**src/rtl/mixer_fade_sequencer.sv**
```systemverilog
// mixer_fade_sequencer
// Field-synchronous sequencer for the PAL 576i background/overlay mixer.
// A command is taken over cmd_valid/cmd_ready and held until the next field
// edge. At that edge it applies the key-on-black enable, then ramps alpha one
// step toward the target every cmd_period field edges. Outputs only change on
// field edges, so the mixer never switches mode part-way through a field.
// Optional build macro MIXSEQ_FRAME_ALIGN_EN: a held command is applied only
// on an odd-field edge, which gives frame-aligned switching. The fade still
// steps on every field edge.
module mixer_fade_sequencer #(
    parameter int ALPHA_W  = 6,
    parameter int PERIOD_W = 8
) (
    input  logic                pixelClockX6,
    input  logic                nReset,
    input  logic                pixelClockX1_en,
    input  logic                vSyncIn,
    input  logic                fieldOdd,
    input  logic                cmd_valid,
    output logic                cmd_ready,
    input  logic                cmd_key,
    input  logic [ALPHA_W-1:0]  cmd_alpha,
    input  logic [PERIOD_W-1:0] cmd_period,
    input  logic                cmd_abort,
    output logic                keyEnable,
    output logic [ALPHA_W-1:0]  alpha,
    output logic                busy,
    output logic                done
);

    typedef enum logic [1:0] {IDLE, ARMED, FADE} state_t;

    state_t              state;
    logic                vSyncPrev;
    logic                readyReg;
    logic                dirUp;
    logic [PERIOD_W-1:0] stepCount;

    logic                keyLat;
    logic [ALPHA_W-1:0]  targetLat;
    logic [PERIOD_W-1:0] periodLat;

    logic                fe;
    logic                accept;
    logic                armGate;
    logic [ALPHA_W-1:0]  nextAlpha;

    // One step toward the target in the direction fixed at arming. A value
    // already at or past the target clamps to it, so alpha can never wrap.
    function automatic logic [ALPHA_W-1:0] stepToward(
        input logic [ALPHA_W-1:0] cur,
        input logic [ALPHA_W-1:0] tgt,
        input logic               up
    );
        if (up)
            return (cur >= tgt) ? tgt : cur + ALPHA_W'(1);
        else
            return (cur <= tgt) ? tgt : cur - ALPHA_W'(1);
    endfunction

    assign fe        = pixelClockX1_en & vSyncIn & ~vSyncPrev;
    // An abort in the same cycle blocks acceptance of a new command.
    assign cmd_ready = readyReg & ~cmd_abort;
    assign accept    = pixelClockX1_en & cmd_valid & cmd_ready;
    assign nextAlpha = stepToward(alpha, targetLat, dirUp);

`ifdef MIXSEQ_FRAME_ALIGN_EN
    assign armGate = fieldOdd;
`else
    // Any field edge arms. fieldOdd is ORed in only so the port stays
    // connected; it does not change the result.
    assign armGate = 1'b1 | fieldOdd;
`endif

    // Command payload, captured on the accepted handshake and held until the sequence ends.
    always_ff @(posedge pixelClockX6) begin
        if (accept) begin
            keyLat    <= cmd_key;
            targetLat <= cmd_alpha;
            periodLat <= cmd_period;
        end
    end

    // Sequencer FSM: field-edge detect, arming, fade stepping and registered mixer outputs.
    always_ff @(posedge pixelClockX6 or negedge nReset) begin
        if (!nReset) begin
            state     <= IDLE;
            vSyncPrev <= 1'b0;
            readyReg  <= 1'b1;
            dirUp     <= 1'b0;
            stepCount <= '0;
            keyEnable <= 1'b0;
            alpha     <= '0;
            busy      <= 1'b0;
            done      <= 1'b0;
        end else if (pixelClockX1_en) begin
            vSyncPrev <= vSyncIn;
            done      <= 1'b0;
            if (cmd_abort) begin
                state    <= IDLE;
                busy     <= 1'b0;
                readyReg <= 1'b1;
            end else begin
                case (state)
                    IDLE: begin
                        // A field edge in the transfer cycle is deliberately not used.
                        if (accept) begin
                            state    <= ARMED;
                            busy     <= 1'b1;
                            readyReg <= 1'b0;
                        end
                    end
                    ARMED: begin
                        if (fe && armGate) begin
                            keyEnable <= keyLat;
                            if (periodLat == '0 || alpha == targetLat) begin
                                alpha    <= targetLat;
                                done     <= 1'b1;
                                state    <= IDLE;
                                busy     <= 1'b0;
                                readyReg <= 1'b1;
                            end else begin
                                stepCount <= periodLat;
                                dirUp     <= (targetLat > alpha);
                                state     <= FADE;
                            end
                        end
                    end
                    FADE: begin
                        if (fe) begin
                            if (stepCount == PERIOD_W'(1)) begin
                                alpha     <= nextAlpha;
                                stepCount <= periodLat;
                                if (nextAlpha == targetLat) begin
                                    done     <= 1'b1;
                                    state    <= IDLE;
                                    busy     <= 1'b0;
                                    readyReg <= 1'b1;
                                end
                            end else begin
                                stepCount <= stepCount - PERIOD_W'(1);
                            end
                        end
                    end
                    default: begin
                        state    <= IDLE;
                        busy     <= 1'b0;
                        readyReg <= 1'b1;
                    end
                endcase
            end
        end
    end

endmodule

```
**config.mk**
```make
export PLATFORM = sky130hd
export DESIGN_NAME = mixer_fade_sequencer
export DESIGN_NICKNAME = d
export VERILOG_FILES = /design/src/rtl/mixer_fade_sequencer.sv
export SDC_FILE = /design/constraint.sdc
export NUM_CORES = 1
export LEC_CHECK = 0
export ABC_AREA = 1
export CORE_AREA = 2 2 76 78
export CTS_BUF_LIST = sky130_fd_sc_hd__clkbuf_16
export CTS_CLUSTER_DIAMETER = 80
export CTS_CLUSTER_SIZE = 30
export DETAILED_ROUTE_END_ITERATION = 8
export DIE_AREA = 0 0 78 80
export DONT_BUFFER_PORTS = 1
export PLACE_DENSITY_LB_ADDON = 0.08
export SLEW_MARGIN = 30
export SYNTH_ARGS = -nofsm -noshare
export SYNTH_HDL_FRONTEND = slang
export SYNTH_SLANG_ARGS = --single-unit
```
**constraint.sdc**
```tcl
create_clock -name pixelClockX6 -period 2.25 [get_ports pixelClockX6]
set_input_delay 0.45 -clock pixelClockX6 [delete_from_list [all_inputs] [get_ports pixelClockX6]]
set_output_delay 0.45 -clock pixelClockX6 [all_outputs]
set_load 0.005 [all_outputs]
```
==> summary.md <==
| Metric | Value |
|---|---|
| Worst r2r path cells | `16` |
| Post-layout min period | `2.31 ns` |
| Period utilization | `103%` |
| EDFF count, synth | `15` |
| Post-synthesis register bit count | `37` |
| I/O Pins | `32` |
| WP data arrival | `2.49 ns` |
| Max-cap violations | `0` |
| GRT Total Usage | `21.7%` |
| Vias in the first global route | `2163` |
| Final wirelength | `6360 µm` |
| Layout Nets | `409` |
| Buf/Inv on CP | `1` |
| Avg Cell Area, Syn | `7.86 µm²` |
| Die X | `78 µm` |
| Synth top area share | `20.4%` |
| Total chip power | `0.00461 W` |
| Violated checks | `setup timing` |
| Worst-margin pin slew | `0.548 ns` |
| Status | `finished, violations left` |
| Worst Setup Start Kind | `flop` |
| Hold crit path type | `in -> async` |
| Syn_nets | `363` |
| Antenna cells | `0` |
| WL/cell | `14.2 µm` |
| Crit end category | `flop` |
| First-pass GRT wire length | `10500 µm` |
| DP HPWL | `4570 µm` |
| Worst skew pair latency | `0.28 ns` |
| Placer Congestion | `0.841` |
| Placed instance count | `430` |
| Synth cell types | `37` |
| Leading area contributor after synthesis | `dfrtp_1` |
| Total congestion overflow | `0` |
| Port Buffers | `0` |
| Initial Util | `47.7%` |
| Initial antenna violation count | `0` |
| Layout area overhead | `28.8%` |
| Root buf cell | `clkbuf_16` |
| Critical path depth in cells | `16` |
| Final Skew | `0.00394 ns` |
| Commonest non-fill, non-tap cell in the layout | `nand2_1` |
| Critical path type | `reg -> reg` |
| Largest cells by area after synthesis | `dfrtp_1 (20%), edfxtp_1 (17%), nand2_1 (13%)` |
| Peak supply drop | `0.788 mV` |
| Achievable Freq | `0.432 GHz` |
| Final hold violation count | `0` |
| Setup violations, final | `5` |
| PwrDens | `1390 nW/µm²` |
| H-tree Lvls | `2` |
| Layout cells sized above 1 | `30.4%` |
| Inserted Clock Buffers | `5` |
| Die ar. | `6240 µm²` |
| Clock sinks | `37` |
| Reg clk slew, reported paths | `0.06 ns` |
| Worst path top cell family by delay | `simple AND/OR/NAND/NOR gates` |
| Ys async rst share | `59.5%` |
| RSZ-0062 raised after global routing | `true` |
| Core area | `5410 µm²` |
| Slew headroom | `63.5%` |
| Drt initial violations | `91` |
| Worst Slack Setup Final | `-0.0622 ns` |
| Worst-path fanout max | `6` |
| Rows | `27` |
| Crit-path max cell delay | `0.44 ns` |
| Post-DRT Antenna Nets | `0` |
| Max Slew Vio Count | `0` |
| Ys flop type | `dfrtp_1` |
| Worst slack, placed | `-0.0960 ns` |
| Post-layout instance count excluding filler cells | `447` |
| Gate Count Post-Synth | `328` |
| DRC errors left | `0` |
| Slowest-stage cell, CP | `edfxtp_1` |
| YS warnings | `0` |
| Synth Cell Area | `2580 µm²` |
| Clock Path Buffers | `2` |
| Pleak | `1.53 nW` |
| Drt pass-1 iters | `4` |
| Largest net degree at the start of global routing | `22` |
| CTS tree | `built` |
| Register area share after synthesis | `38.9%` |
| Chip Height | `80 µm` |
| Commonest non-fill, non-tap cells in the layout | `nand2_1 (75), buf_4 (39), nand3_1 (32)` |
| CP cell instances | `ha_4, nand2_1, nand2_2, a21oi_4, nand3_4, buf_6, nand2_1, nand3_2, nand3_2, nand2_2, nor2_2, nand3_2, nand3_4, nand2_4, nand2_2, nand2_1` |
| Via-per-instance ratio | `5.28` |
| Critical Path RT | `2.42 ns` |
| Vias | `2359` |
-- where the power goes --
group	switching (W)	total, W	internal [W]	leakage [nW]
logic	0.00160	0.00278	0.00118	1.06
clock network	0.000275	0.000793	0.000519	0.0775
registers	0.000139	0.00105	0.000906	0.400
total	0.00201	0.00461	0.00260	1.53
-- worst paths after layout --
kind / from / endpoint / slack, ns
setup / recovery: targetLat[3]$_DFFE_PP_ / state[1]$_DFFE_PN0P_ / -0.06
hold / removal: nReset / stepCount[7]$_DFFE_PN0P_ / 0.15
setup reg to reg: targetLat[3]$_DFFE_PP_ / state[1]$_DFFE_PN0P_ / -0.06
hold reg to reg: readyReg$_DFFE_PN1P_ / readyReg$_DFFE_PN1P_ / 0.46
max in group asynchronous: nReset / readyReg$_DFFE_PN1P_ / 1.65
min in group pixelClockX6: cmd_alpha[0] / targetLat[0]$_DFFE_PP_ / 0.26
-- sequential cells by signal, summed over array words and instances (netlist names), 2 cells and up --
signal     count
alpha          6
stepCount      8
state          2
targetLat      6
periodLat      8
-- kinds of logic (layout without fill, tap and decap cells) --
logic type      after synthesis  after routing  synth area share (%)
compound gates               40             40                  9.51
xor+xnor                      9              9                  3.06
fa+ha+maj                    13             13                  6.31
buf+inv                      47             94                  7.42
flops                        37             37                  38.9
mux                           1              1                 0.437
simple gates                181            181                  34.4
-- timing repair --
action	CTS	global route
endpoints found under the hold margin	21	1
pin swaps	3	12
hold buffers	1	1
endpoints found under the setup margin	5	10
gates cloned	0	0
gates resized for setup	22	21
setup buffers	3	4
-- cell type report --
cell class,instances,area (µm²)
fill,484,2080
multi-input combinational,244,1530
sequential,37,1000
timing repair buffer,46,373
inverter,40,155
clock buffer,5,125
tap,72,90.1
clock inverter,3,41.3
-- stage by stage --
stage          cell area, µm²  util [%]  hold slack [ns]  setup TNS, ns
6_report                 3320      61.4            0.152         -0.186
5_1_grt                  3320      61.4            0.185          -1.14
4_1_cts                  3210      59.4          0.00282        -0.0860
3_5_place_dp             2920      54.0            0.155         -0.347
3_3_place_gp             2920      54.0            0.155         -0.148
2_1_floorplan            2580         -            0.154              0
-- worst reg2reg max path: stages (launching register included) --
cell,delay [ns]
edfxtp_1,0.44
ha_4,0.28
nand2_1,0.07
nand2_2,0.08
a21oi_4,0.16
nand3_4,0.18
buf_6,0.17
nand2_1,0.07
nand3_2,0.09
nand3_2,0.09
nand2_2,0.06
nor2_2,0.11
nand3_2,0.12
nand3_4,0.11
nand2_4,0.06
nand2_2,0.07
nand2_1,0.04
-- synthesized netlist by cell type (5+ instances only) --
cell	count
nand2_1	90
nand3_1	42
inv_1	35
dfrtp_1	21
nor2_1	19
o21ai_0	18
edfxtp_1	15
ha_1	13
buf_2	6
xor2_1	6
a21oi_1	5
o211ai_1	5
o22ai_1	5
-- layer usage --
metal	global-route usage [%]	part of all wire, %
met4	6.32	1.3
met2	37.6	52
met3	4.52	4.3
met5	0	0
met1	27.3	42
Note: power is estimated with default switching activity, not from simulation.
